### config.mk
export PLATFORM = sky130hd
export DESIGN_NAME = hazard_scoreboard_flat
export DESIGN_NICKNAME = d
export VERILOG_FILES = /design/src/rtl/hazard_scoreboard_pkg.sv /design/src/rtl/hazard_scoreboard_if.sv /design/src/rtl/hazard_scoreboard_entry.sv /design/src/rtl/hazard_scoreboard.sv /design/src/flat_wrapper.sv
export SDC_FILE = /design/constraint.sdc
export NUM_CORES = 1
export LEC_CHECK = 0
export CAP_MARGIN = 20
export CORE_ASPECT_RATIO = 0.7
export CORE_MARGIN = 10
export CORE_UTILIZATION = 55
export CTS_BUF_LIST = sky130_fd_sc_hd__clkbuf_16
export CTS_CLUSTER_SIZE = 40
export DETAILED_ROUTE_END_ITERATION = 16
export PLACE_DENSITY = 0.72
export SYNTH_ARGS = -nofsm -noshare
export SYNTH_HDL_FRONTEND = slang
export SYNTH_SLANG_ARGS = --single-unit
### constraint.sdc
create_clock -name clk -period 4 [get_ports clk]
set_input_delay 0.6 -clock clk [delete_from_list [all_inputs] [get_ports clk]]
set_output_delay 0.6 -clock clk [all_outputs]
set_load 0.005 [all_outputs]
### src/rtl/hazard_scoreboard_pkg.sv
// hazard_scoreboard_pkg: shared pipeline widths and reference result latencies
package hazard_scoreboard_pkg;
  localparam int REG_ADDR_W = 5;
  localparam int LAT_W = 3;
  localparam logic [LAT_W-1:0] LAT_ALU_NOFWD = 3'd2;
  localparam logic [LAT_W-1:0] LAT_ALU_FWD = 3'd0;
  localparam logic [LAT_W-1:0] LAT_LOAD_FWD = 3'd1;
endpackage

### src/rtl/hazard_scoreboard_if.sv
// hazard_scoreboard_if: ID-stage request and stall response bundle
interface hazard_scoreboard_if #(
  parameter int REG_ADDR_W = hazard_scoreboard_pkg::REG_ADDR_W,
  parameter int NUM_REGS = 2**REG_ADDR_W,
  parameter int LAT_W = hazard_scoreboard_pkg::LAT_W,
  parameter int STAT_W = 16
);
  logic [REG_ADDR_W-1:0] src1_ID;
  logic [REG_ADDR_W-1:0] src2_ID;
  logic is_imm;
  logic [REG_ADDR_W-1:0] dest_ID;
  logic WB_EN_ID;
  logic [LAT_W-1:0] issue_lat;
  logic freeze;
  logic flush;
  logic hazard_detected;
  logic [NUM_REGS-1:0] busy_vec;
  logic [STAT_W-1:0] stall_cycles;
  modport master (
    output src1_ID, src2_ID, is_imm, dest_ID, WB_EN_ID, issue_lat, freeze, flush,
    input hazard_detected, busy_vec, stall_cycles
  );
  modport slave (
    input src1_ID, src2_ID, is_imm, dest_ID, WB_EN_ID, issue_lat, freeze, flush,
    output hazard_detected, busy_vec, stall_cycles
  );
endinterface

### src/rtl/hazard_scoreboard_entry.sv
// scoreboard_entry: one register's countdown with flush, hold, decrement and load-max
module scoreboard_entry #(
  parameter int LAT_W = 3
) (
  input  logic             clk,
  input  logic             rst,
  input  logic             flush,
  input  logic             freeze,
  input  logic             load,
  input  logic [LAT_W-1:0] lat,
  output logic [LAT_W-1:0] count
);
  logic [LAT_W-1:0] dec, nxt;
  always_comb begin
    dec = (count != '0) ? count - 1'b1 : count;
    nxt = flush ? '0 : freeze ? count : (load && lat > dec) ? lat : dec;
  end
  always_ff @(posedge clk or negedge rst)
    if (!rst) count <= '0;
    else count <= nxt;
endmodule

### src/rtl/hazard_scoreboard.sv
// hazard_scoreboard: per-register countdown scoreboard driving the ID-stage stall
module hazard_scoreboard #(
  parameter int REG_ADDR_W = hazard_scoreboard_pkg::REG_ADDR_W,
  parameter int NUM_REGS = 2**REG_ADDR_W,
  parameter int LAT_W = hazard_scoreboard_pkg::LAT_W,
  parameter int ZERO_REG_EN = 1,
  parameter int STAT_W = 16
) (
  input logic clk,
  input logic rst,
  hazard_scoreboard_if.slave sb
);
  logic [LAT_W-1:0] cnt [NUM_REGS];
  logic [NUM_REGS-1:0] busy;
  logic [STAT_W-1:0] stall;
  logic hz, issue;
  for (genvar r = 0; r < NUM_REGS; r++) begin : g_ent
    if (ZERO_REG_EN != 0 && r == 0) begin : g_zero
      assign cnt[r] = '0;
    end else begin : g_cnt
      scoreboard_entry #(.LAT_W(LAT_W)) u_entry (
        .clk(clk),
        .rst(rst),
        .flush(sb.flush),
        .freeze(sb.freeze),
        .load(issue && sb.dest_ID == REG_ADDR_W'(r)),
        .lat(sb.issue_lat),
        .count(cnt[r])
      );
    end
    assign busy[r] = |cnt[r];
  end
  // Pre-update state only: a source matching its own dest never self-stalls.
  assign hz = busy[sb.src1_ID] | (~sb.is_imm & busy[sb.src2_ID]);
  assign issue = sb.WB_EN_ID & ~hz & ~sb.freeze & ~sb.flush;
  always_ff @(posedge clk or negedge rst)
    if (!rst) stall <= '0;
    else if (hz && !sb.freeze && !(&stall)) stall <= stall + 1'b1;
  assign sb.hazard_detected = hz;
  assign sb.busy_vec = busy;
  assign sb.stall_cycles = stall;
endmodule

### src/flat_wrapper.sv
// flat-port wrapper written by rule: the top's interface ports become plain ports
module hazard_scoreboard_flat 
#(
  parameter int REG_ADDR_W = hazard_scoreboard_pkg::REG_ADDR_W,
  parameter int NUM_REGS = 2**REG_ADDR_W,
  parameter int LAT_W = hazard_scoreboard_pkg::LAT_W,
  parameter int ZERO_REG_EN = 1,
  parameter int STAT_W = 16
)
  (clk, rst, sb_src1_ID, sb_src2_ID, sb_is_imm, sb_dest_ID, sb_WB_EN_ID, sb_issue_lat, sb_freeze, sb_flush, sb_hazard_detected, sb_busy_vec, sb_stall_cycles);
  hazard_scoreboard_if #(.REG_ADDR_W(REG_ADDR_W), .NUM_REGS(NUM_REGS), .LAT_W(LAT_W), .STAT_W(STAT_W)) sb_i ();
  input logic clk;
  input logic rst;
  input wire logic [$bits(sb_i.src1_ID)-1:0] sb_src1_ID;
  input wire logic [$bits(sb_i.src2_ID)-1:0] sb_src2_ID;
  input wire logic [$bits(sb_i.is_imm)-1:0] sb_is_imm;
  input wire logic [$bits(sb_i.dest_ID)-1:0] sb_dest_ID;
  input wire logic [$bits(sb_i.WB_EN_ID)-1:0] sb_WB_EN_ID;
  input wire logic [$bits(sb_i.issue_lat)-1:0] sb_issue_lat;
  input wire logic [$bits(sb_i.freeze)-1:0] sb_freeze;
  input wire logic [$bits(sb_i.flush)-1:0] sb_flush;
  output wire logic [$bits(sb_i.hazard_detected)-1:0] sb_hazard_detected;
  output wire logic [$bits(sb_i.busy_vec)-1:0] sb_busy_vec;
  output wire logic [$bits(sb_i.stall_cycles)-1:0] sb_stall_cycles;
  assign sb_i.src1_ID = sb_src1_ID;
  assign sb_i.src2_ID = sb_src2_ID;
  assign sb_i.is_imm = sb_is_imm;
  assign sb_i.dest_ID = sb_dest_ID;
  assign sb_i.WB_EN_ID = sb_WB_EN_ID;
  assign sb_i.issue_lat = sb_issue_lat;
  assign sb_i.freeze = sb_freeze;
  assign sb_i.flush = sb_flush;
  assign sb_hazard_detected = sb_i.hazard_detected;
  assign sb_busy_vec = sb_i.busy_vec;
  assign sb_stall_cycles = sb_i.stall_cycles;
  hazard_scoreboard #(.REG_ADDR_W(REG_ADDR_W), .NUM_REGS(NUM_REGS), .LAT_W(LAT_W), .ZERO_REG_EN(ZERO_REG_EN), .STAT_W(STAT_W)) u_core (.clk(clk), .rst(rst), .sb(sb_i));
endmodule
==> summary.txt <==
Placement
  • Hpwl dp: 21,200 um
  • Port Buffers: 71
  • GPL Wtd Cong: 0.960

Job
  • MaxCap Viol Count: 0

Finish
  • Layout area overhead: 13.1%
  • Share of layout cells above drive strength 1: 7.05%
  • Final core utilization: 63.0%
  • Net count, final: 1,423

Critical path
  • Critical setup path kind: primary input to primary output
  • Max stage delay cell, worst path: clkdlybuf4s50_1
  • Crit-path cells: clkdlybuf4s50_1, buf_4, mux2_2, o311ai_0, a211oi_1, a221oi_4, inv_1, clkdlybuf4s50_1
  • Critical Path Sink Type: primary output
  • Most frequent cell on the critical path: clkdlybuf4s50_1
  • Buf/Inv on CP: 4
  • Critical Path RT: 3.40 ns
  • Element type at the critical path start: primary input
  • CP peak stage delay: 0.78 ns
  • WP data arrival: 3.30 ns
  • CP Max Fanout: 10
  • Delay-heaviest family, CP: buffers and inverters

Yosys
  • Seq/Total Area, Yosys: 25.9%
  • Syn_nets: 1,377
  • #FFs+latches synth: 109
  • Netlist Area Pre-Place: 10,500 um^2
  • Primary FF master, synth: dfrtp_1
  • Netlist cell types: 55
  • Gate Count Post-Synth: 1,197
  • Number of synthesized flops with an enable pin: 0
  • Yosys warnings: 0
  • Synth async-reset ratio: 100%
  • Syn avg cell area: 8.79 um^2

Floorplan
  • Die H: 136 um
  • Die area: 25,100 um^2
  • Die width: 185 um
  • Io pins: 73
  • Initial Utilization: 55.8%
  • Core area: 18,900 um^2
  • Row cnt: 42

Power and ir drop
  • Flop pwr share: 20.6%
  • Switch share: 45.3%
  • Comb pwr share: 67.6%
  • Sw Pwr: 3.64 mW
  • Power share of the clock group: 11.8%
  • Pleak: 5.58 nW
  • Power per cell area: 676 nW/um^2
  • Max VDD drop: 428 uV
  • Int Power: 4.40 mW

Timing
  • Setup_tns: 0 ns
  • Final min period: 3.90 ns
  • RSZ-0062 raised after global routing: no
  • Final period util: 97.6%
  • Final setup vio count: 0
  • Final Max Tran Viols: 0
  • Hold Fails Final Rpt: 0
  • Achievable frequency: 0.256 GHz
  • Max_slew headroom: 30.3%
  • Layout Skew: 0.0125 ns
  • Actual slew at the worst max-slew pin: 1.04 ns

Clock tree
  • Clock sinks: 109
  • Clk buf depth: 2
  • Hold Buf Count CTS: 0
  • Clock slew at reported path FFs: 0.09 ns
  • H-tree Lvls: 3
  • CTS Buf Count: 9
  • Worst skew pair latency: 0.38 ns
  • Root Buffer Master: clkbuf_16
  • CTS tree: yes

GRT
  • Initial antenna violation count: 1
  • Pin count of the biggest net entering global routing: 110
  • Wire length of the first global-routing pass: 48,400 um
  • Number of global-route vias before repair: 8,779
  • GRT Total Usage: 24.5%
  • Total gr overflow: 0

Drt
  • DR WL/cell: 20.4 um
  • DRT antenna net count: 0
  • Vias per std cell: 6.15
  • Vias: 9,164
  • Initial DRC count: 869
  • Drt pass-1 iters: 5
  • Routed WL: 30,500 um
  • DRC viols: 0

Min path
  • HP Class: primary input to async pin

Status
  • Run status: finished, final reports clean
[registers in the layout (all words and copies together) (netlist names)]
register	flops
u_core.sb.stall_cycles	16
u_core.g_ent.g_cnt.u_entry.count	93
[final cells by class]
cell class                      count  area, um^2
Timing Repair Buffer              109        1000
Sequential cell                   109        2730
Clock buffer                        9         225
Antenna cell                        1        2.50
Multi-Input combinational cell    913        7180
Inverter                          101         379
Clock inverter                      7        77.6
Tap cell                          242         303
Fill cell                        1624        6970
[worst register-to-register path, delay by kind of cell (launching register included)]
kind                     cells  cell delay [ns]
AND/OR/NAND/NOR              2             0.33
buffers and inverters        2             0.47
adder cells (fa/ha/maj)      1             0.20
multiplexers                 1             0.50
AO/OA/AOI/OAI                5             1.43
flip-flops                   1             0.41
[synthesized netlist by cell type, types with 17 or more instances]
master	number	area share [%]
dfrtp_1	109	26
mux2i_1	76	7.2
a311oi_1	30	2.5
clkbuf_1	67	2.4
ha_1	156	19
a21oi_1	34	1.6
o21ai_0	47	2.2
a21o_1	28	2.0
nor2_1	59	2.1
a22o_1	29	2.4
o21a_1	17	1.2
nand3_1	38	1.8
nand2b_1	30	1.8
inv_1	99	3.5
nor2b_1	23	1.4
xnor2_1	63	5.2
a211oi_1	45	3.2
nor3_1	32	1.5
nand2_1	80	2.9
[layer usage]
| layer | track usage, % | vias up | wire length, um |
|---|---|---|---|
| met4 | 7.65 | 0 | 676 |
| met1 | 33.4 | 4391 | 14200 |
| met3 | 5.25 | 44 | 2230 |
| met5 | 0 | - | 0 |
| li1 | - | 4403 | - |
| met2 | 38.0 | 326 | 13400 |
[cell families after synthesis]
| group | after synthesis | share of synthesized area, % |
|---|---|---|
| xor+xnor | 64 | 5.33 |
| simple gates | 323 | 15.4 |
| compound gates | 281 | 19.0 |
| fa+ha+maj | 156 | 18.6 |
| buf+inv | 175 | 6.33 |
| other cells | 1 | 0.0357 |
| flops | 109 | 25.9 |
| mux | 88 | 9.37 |
[through the flow]
stage	area (um^2)	cells	hold WS, ns	setup slack [ns]	power, mW
floorplan	10500	1197	0.304	0.767	5.38
global placement	11600	1474	0.480	0.126	6.86
detailed placement	11600	1474	0.479	0.134	7.00
CTS	11900	1490	0.341	0.0578	7.99
global route	11900	1491	0.364	0.0215	8.81
finish	11900	1491	0.298	0.0952	8.04
[worst paths after layout]
path                                                                          start                                                   to  slack (ns)  cells after the start
worst max-delay path                                                  sb_src2_ID[2]                                   sb_hazard_detected         0.1                      8
worst min-delay path                                                            rst               u_core.sb.stall_cycles[12]$_DFFE_PN0P_        0.30                      2
worst max register to register  u_core.g_ent[14].g_cnt.u_entry.count[0]$_DFFE_PN0P_  u_core.g_ent[24].g_cnt.u_entry.count[0]$_DFFE_PN0P_        0.52                     11
worst min register to register                u_core.sb.stall_cycles[9]$_DFFE_PN0P_                u_core.sb.stall_cycles[9]$_DFFE_PN0P_        0.49                      1
max in group asynchronous                                                       rst  u_core.g_ent[20].g_cnt.u_entry.count[0]$_DFFE_PN0P_        3.21                      2
min in group clk                              u_core.sb.stall_cycles[9]$_DFFE_PN0P_                u_core.sb.stall_cycles[9]$_DFFE_PN0P_        0.49                      1
[cell usage in the layout (no fill, tap or decap), types with 4 or more instances in the layout]
cell | Yosys | routed
a211oi_1 | 45 | 45
a21o_1 | 28 | 28
a21oi_1 | 34 | 34
a22o_1 | 29 | 29
a311oi_1 | 30 | 29
a31oi_1 | 15 | 15
and2_1 | 15 | 15
and3_1 | 7 | 7
buf_2 | 4 | 4
buf_4 | 1 | 37
clkbuf_16 | 0 | 9
clkdlybuf4s50_1 | 0 | 65
dfrtp_1 | 109 | 109
ha_1 | 156 | 156
inv_1 | 99 | 99
mux2_2 | 4 | 4
mux2i_1 | 76 | 76
mux4_2 | 8 | 8
nand2_1 | 80 | 80
nand2b_1 | 30 | 26
nand3_1 | 38 | 38
nand3b_1 | 7 | 7
nand4_1 | 8 | 8
nor2_1 | 59 | 56
nor2b_1 | 23 | 21
nor3_1 | 32 | 32
nor4b_1 | 6 | 6
o2111ai_1 | 9 | 9
o211ai_1 | 7 | 7
o21a_1 | 17 | 17
o21ai_0 | 47 | 47
o22ai_1 | 4 | 4
or3_1 | 6 | 6
xnor2_1 | 63 | 63
[power by group through the flow]
stage               Combinational [mW]  Sequential (mW)  Clock [mW]
finish                            5.43             1.65       0.950
global route                      6.11             1.70        1.00
CTS                               5.38             1.65       0.964
detailed placement                5.34             1.66           0
global placement                  5.21             1.66           0
floorplan                         3.77             1.61           0
[what timing repair did]
action / 4_1_cts / 5_1_grt
endpoints found under the setup margin: 0 / 1
setup buffers: 0 / 0
resized for setup: 0 / 8
Note: power is estimated with default switching activity, not from simulation.
